**src/rtl/display_pkg.sv**
```systemverilog
// Shared constants and types for the display byte arbiter.
package display_pkg;

  localparam int DISP_BYTE_W = 8;

  localparam logic [1:0] DISP_SEL_Z1 = 2'd0;
  localparam logic [1:0] DISP_SEL_R1 = 2'd1;
  localparam logic [1:0] DISP_SEL_Z2 = 2'd2;
  localparam logic [1:0] DISP_SEL_R2 = 2'd3;

  typedef enum logic [1:0] {
    IDLE  = 2'd0,
    GRANT = 2'd1,
    BLANK = 2'd2
  } disp_state_t;

endpackage

```
**src/rtl/display_arb_pick.sv**
```systemverilog
// Combinational winner select for two requesters.
// DISPLAY_ARB_RR_EN selects round-robin; otherwise requester 0 has fixed priority.
module display_arb_pick
  import display_pkg::*;
(
  input  logic valid0,
  input  logic valid1,
  input  logic last_grant,
  output logic winner
);

`ifdef DISPLAY_ARB_RR_EN
  // On contention, hand the grant to whoever did not win last time.
  always_comb begin
    winner = 1'b0;
    if (valid0 && valid1) winner = ~last_grant;
    else if (valid1)      winner = 1'b1;
  end
`else
  logic unused_last_grant;
  assign unused_last_grant = last_grant;

  always_comb begin
    winner = 1'b0;
    if (!valid0 && valid1) winner = 1'b1;
  end
`endif

endmodule

```
**src/rtl/display_arbiter.sv**
```systemverilog
// Two-requester arbiter holding the four seven-segment display bytes, with a
// post-commit blanking window on busy. Policy macro: DISPLAY_ARB_RR_EN.
module display_arbiter
  import display_pkg::*;
#(
  parameter int                     BLANK_CYCLES = 8,
  parameter logic [DISP_BYTE_W-1:0] RESET_VAL    = 8'h00
) (
  input  logic                   clk,
  input  logic                   rst_n,
  input  logic                   req0_valid,
  input  logic [1:0]             req0_addr,
  input  logic [DISP_BYTE_W-1:0] req0_data,
  output logic                   req0_ready,
  input  logic                   req1_valid,
  input  logic [1:0]             req1_addr,
  input  logic [DISP_BYTE_W-1:0] req1_data,
  output logic                   req1_ready,
  output logic [DISP_BYTE_W-1:0] z1,
  output logic [DISP_BYTE_W-1:0] r1,
  output logic [DISP_BYTE_W-1:0] z2,
  output logic [DISP_BYTE_W-1:0] r2,
  output logic                   busy,
  output logic [15:0]            wr_cnt
);

  localparam logic [7:0] BLANK_LOAD = 8'(BLANK_CYCLES);

  disp_state_t            state;
  logic                   winner;
  logic                   winner_q;
  logic                   last_grant;
  logic [7:0]             blank_cnt;
  logic [15:0]            wr_cnt_q;
  logic [DISP_BYTE_W-1:0] disp_q [4];

  logic                   win_valid;
  logic [1:0]             win_addr;
  logic [DISP_BYTE_W-1:0] win_data;

`ifdef DISPLAY_ARB_RR_EN
  logic last_grant_q;
  assign last_grant = last_grant_q;
`else
  assign last_grant = 1'b1;
`endif

  display_arb_pick u_pick (
    .valid0     (req0_valid),
    .valid1     (req1_valid),
    .last_grant (last_grant),
    .winner     (winner)
  );

  assign win_valid = winner_q ? req1_valid : req0_valid;
  assign win_addr  = winner_q ? req1_addr  : req0_addr;
  assign win_data  = winner_q ? req1_data  : req0_data;

  always_ff @(posedge clk or negedge rst_n) begin
    if (!rst_n) begin
      state      <= IDLE;
      winner_q   <= 1'b0;
      blank_cnt  <= '0;
      wr_cnt_q   <= '0;
      req0_ready <= 1'b0;
      req1_ready <= 1'b0;
      for (int i = 0; i < 4; i++) disp_q[i] <= RESET_VAL;
`ifdef DISPLAY_ARB_RR_EN
      last_grant_q <= 1'b1;
`endif
    end else begin
      case (state)
        IDLE: begin
          if (req0_valid || req1_valid) begin
            winner_q   <= winner;
            req0_ready <= ~winner;
            req1_ready <= winner;
            state      <= GRANT;
          end
        end
        GRANT: begin
          req0_ready <= 1'b0;
          req1_ready <= 1'b0;
          // A winner that withdrew during its grant cycle forfeits the write.
          if (win_valid) begin
            disp_q[win_addr] <= win_data;
            wr_cnt_q         <= wr_cnt_q + 16'd1;
            blank_cnt        <= BLANK_LOAD;
            state            <= BLANK;
`ifdef DISPLAY_ARB_RR_EN
            last_grant_q     <= winner_q;
`endif
          end else begin
            state <= IDLE;
          end
        end
        BLANK: begin
          if (blank_cnt <= 8'd1) state <= IDLE;
          else                   blank_cnt <= blank_cnt - 8'd1;
        end
        default: state <= IDLE;
      endcase
    end
  end

  assign busy   = (state != IDLE);
  assign wr_cnt = wr_cnt_q;
  assign z1     = disp_q[DISP_SEL_Z1];
  assign r1     = disp_q[DISP_SEL_R1];
  assign z2     = disp_q[DISP_SEL_Z2];
  assign r2     = disp_q[DISP_SEL_R2];

endmodule

```
**config.mk**
```make
export PLATFORM = sky130hd
export DESIGN_NAME = display_arbiter
export DESIGN_NICKNAME = d
export VERILOG_FILES = /design/src/rtl/display_pkg.sv /design/src/rtl/display_arb_pick.sv /design/src/rtl/display_arbiter.sv
export SDC_FILE = /design/constraint.sdc
export NUM_CORES = 1
export LEC_CHECK = 0
export ABC_AREA = 0
export CORE_ASPECT_RATIO = 1.5
export CORE_UTILIZATION = 35
export CTS_BUF_LIST = sky130_fd_sc_hd__clkbuf_8
export DETAILED_ROUTE_END_ITERATION = 8
export GPL_ROUTABILITY_DRIVEN = 0
export GPL_TIMING_DRIVEN = 0
export PLACE_DENSITY = 0.59
export SKIP_LAST_GASP = 1
export SLEW_MARGIN = 10
export SYNTH_ARGS = -nofsm -noshare
export SYNTH_HDL_FRONTEND = slang
export SYNTH_SLANG_ARGS = --single-unit
```
**constraint.sdc**
```tcl
create_clock -name clk -period 4.58 [get_ports clk]
set_input_delay 0.687 -clock clk [delete_from_list [all_inputs] [get_ports clk]]
set_output_delay 0.687 -clock clk [all_outputs]
set_load 0.005 [all_outputs]
```
==> metrics.txt <==
nets=323; post-CTS resize count=0; Post-DRT Antenna Nets=0; port buffer count=74; GRT Total Usage=0.159; CTS tree=done; Setup CP Type=in -> reg; fill count=718; Final Max Slew Viols=0; CP endpoint kind=flop; Worst Hold Class=in -> async; Fin Clk Skew=9.92 ps; CTS clock-pin slew for the worst setup and hold paths=70 ps; clk_lat worst skew=330 ps; Max IR drop VDD=0.278 mV; core region area=7320 µm²; num rows=38; first-pass GRT wire length=9580 µm; Clk pwr share=0.175; FMAX=0.392 GHz; drt via density=4.83; Synth Flop Type=dfrtp_1; status=finished clean; H-tree Lvls=3; Seq cells post-synth=61; Sequential Area=around 1500 µm²; drt initial violations=around 70; via count=1931; cell area after synthesis=2690 µm²; YS warnings=0; antenna violations before repair=0; max_cap viols=0; internal power=roughly 1500 µW; crit-path max FO=8; TritonRoute pass-1 iters=4; Die X=roughly 74 µm; I/O pin cnt=75; register share of total power=0.411; r2r setup slk=2460 ps; CP arrival=2770 ps; Synth Instances=211; Netlist cell types=35; diode count=0; worst slew pin tran=774 ps; Crit path required time=between 4000 and 5000 ps; ys async rst share=1.00; die area=8060 µm²; share of post-route cells with drive strength above 1=0.207; number of global-route vias before repair=1972; final setup violation count=0; part of the total power dissipated in combinational logic=0.414; Power per Cell Area=slightly above 600 nW/µm²; Slew HR=0.484; sequential element share of the synthesized area=0.567; Sw Share=0.320; DR WL/cell=approximately 15 µm; leak pwr=0.00156 µW; CTS Buf Count=9; die height=109 µm; setup TNS=0 ps; Final Hold Vio Count=0; Net Switching=between 700 and 800 µW; final worst-path setup slack=2030 ps; post-layout minimum cycle time=about 2600 ps; post-detail-place hpwl=4220 µm; Setup crit start kind=primary input; CTS sink cnt=61; Max Root-Sink Buffers=2; grt ovf=0; syn nets=~240; largest net degree at the start of global routing=62; EDFF count, synth=0; area of the multi-input gates=about 1100 µm²; period utilization=0.557; Initial Util=0.368; Mapped Avg Cell Area=around 13 µm²; Place WS=between 1500 and 2000 ps; DRT Wirelength=roughly 5900 µm; Hold Buf Count CTS=0; RSZ-0062 raised after global routing=no; CTS Root Cell=clkbuf_8; post-CTS setup buffer count=0; DR DRC count=0; Layout area overhead=37.9%
-- metal layers --
| metal | wire (µm) | part of all wire | up-vias | track usage |
|---|---|---|---|---|
| li1 | - | - | 921 | - |
| met5 | 0 | 0 | - | 0 |
| met2 | 2710 | 0.46 | 69 | 0.244 |
| met3 | 419 | 0.071 | 11 | 0.0486 |
| met4 | 138 | 0.023 | 0 | 0.0687 |
| met1 | 2630 | 0.45 | 930 | 0.206 |
-- cells by family after synthesis --
kind of cell	count (synthesis)	synth area share
flip-flops	61	0.567
adder cells (fa/ha/maj)	3	0.0139
buffers and inverters	10	0.0186
AO/OA/AOI/OAI	19	0.0427
XOR/XNOR	16	0.0520
AND/OR/NAND/NOR	59	0.126
multiplexers	43	0.180
-- power groups by stage --
stage / Combinational [µW] / Clock (µW) / Sequential, µW
2_1_floorplan: 436 / 0 / 923
3_3_place_gp: 930 / 0 / 924
3_5_place_dp: 940 / 0 / 933
4_1_cts: 945 / 408 / 923
5_1_grt: 1020 / 435 / 955
6_report: 928 / 393 / 920
-- cell type report --
class / instances / share of cell area
plain buffers: 4 / 0.00741
clock buffers: 9 / 0.0334
clock inverters: 6 / 0.00876
inverters: 6 / 0.00606
multi-input cells: 140 / 0.301
flip-flops and latches: 61 / 0.411
well taps: 100 / 0.0337
repair buffers: 74 / 0.199
-- synthesized netlist by cell type, types with 2 or more instances --
library cell   n  area [µm²]
nand4_1        5        31.3
xor2_1         6        52.6
inv_1          6        22.5
and3_1         2        12.5
ha_1           3        37.5
nor4_1         3        18.8
dfrtp_1       61        1530
nand2_1       13        48.8
nand3_1        9        45.0
nor3_1         5        25.0
mux2i_1        2        20.0
xnor2_1       10        87.6
mux2_2        39         439
nor2_1         8        30.0
or3_1          3        18.8
nor3b_4        2        37.5
nand2b_1       2        12.5
a21oi_1        8        40.0
o21ai_0        3        15.0
o31ai_1        5        37.5
o211ai_1       2        15.0
-- path summary, 6_finish.rpt --
path                            startpoint          to  depth (start not counted)
worst min register to register  wr_cnt[15]  wr_cnt[15]                          1
min in group clk                wr_cnt[15]  wr_cnt[15]                          1
worst max-delay path            req0_valid       z1[3]                          6
worst max register to register    state[1]       z1[3]                          5
worst min-delay path                 rst_n       r1[5]                          1
max in group asynchronous            rst_n    state[0]                          1
-- per-stage QoR --
stage                     total power, µW  std cells  hold WS, ps   util  area, µm²
after floorplan                      1360        211          391      -       2690
after global placement               1850        385          465  0.486       3560
after detailed placement             1870        385          469  0.486       3560
after CTS                            2280        400          454  0.507       3710
after global routing                 2410        400          482  0.507       3710
final                                2240        400          434  0.507       3710
-- registers in the layout, summed over array words and instances, names as in the netlist --
signal	cells
req1_ready	1
r1	8
req0_ready	1
z1	8
wr_cnt	16
state	2
z2	8
winner_q	1
r2	8
blank_cnt	8
-- cells in the final DEF, fill, tap and decap left out, types with 6 or more instances in the layout --
cell,n
clkdlybuf4s50_1,73
dfrtp_1,61
mux2_2,39
nand2_1,13
xnor2_1,10
nand3_1,9
clkbuf_8,9
nor2_1,8
a21oi_1,8
inv_1,7
xor2_1,6
-- worst max-delay path, stage by stage --
cell             delay [ps]
clkdlybuf4s50_1         560
mux2i_1                 160
nor2_1                  510
and3_1                  250
buf_2                   240
mux2_2                  360
(Power assumes the default switching activity.)
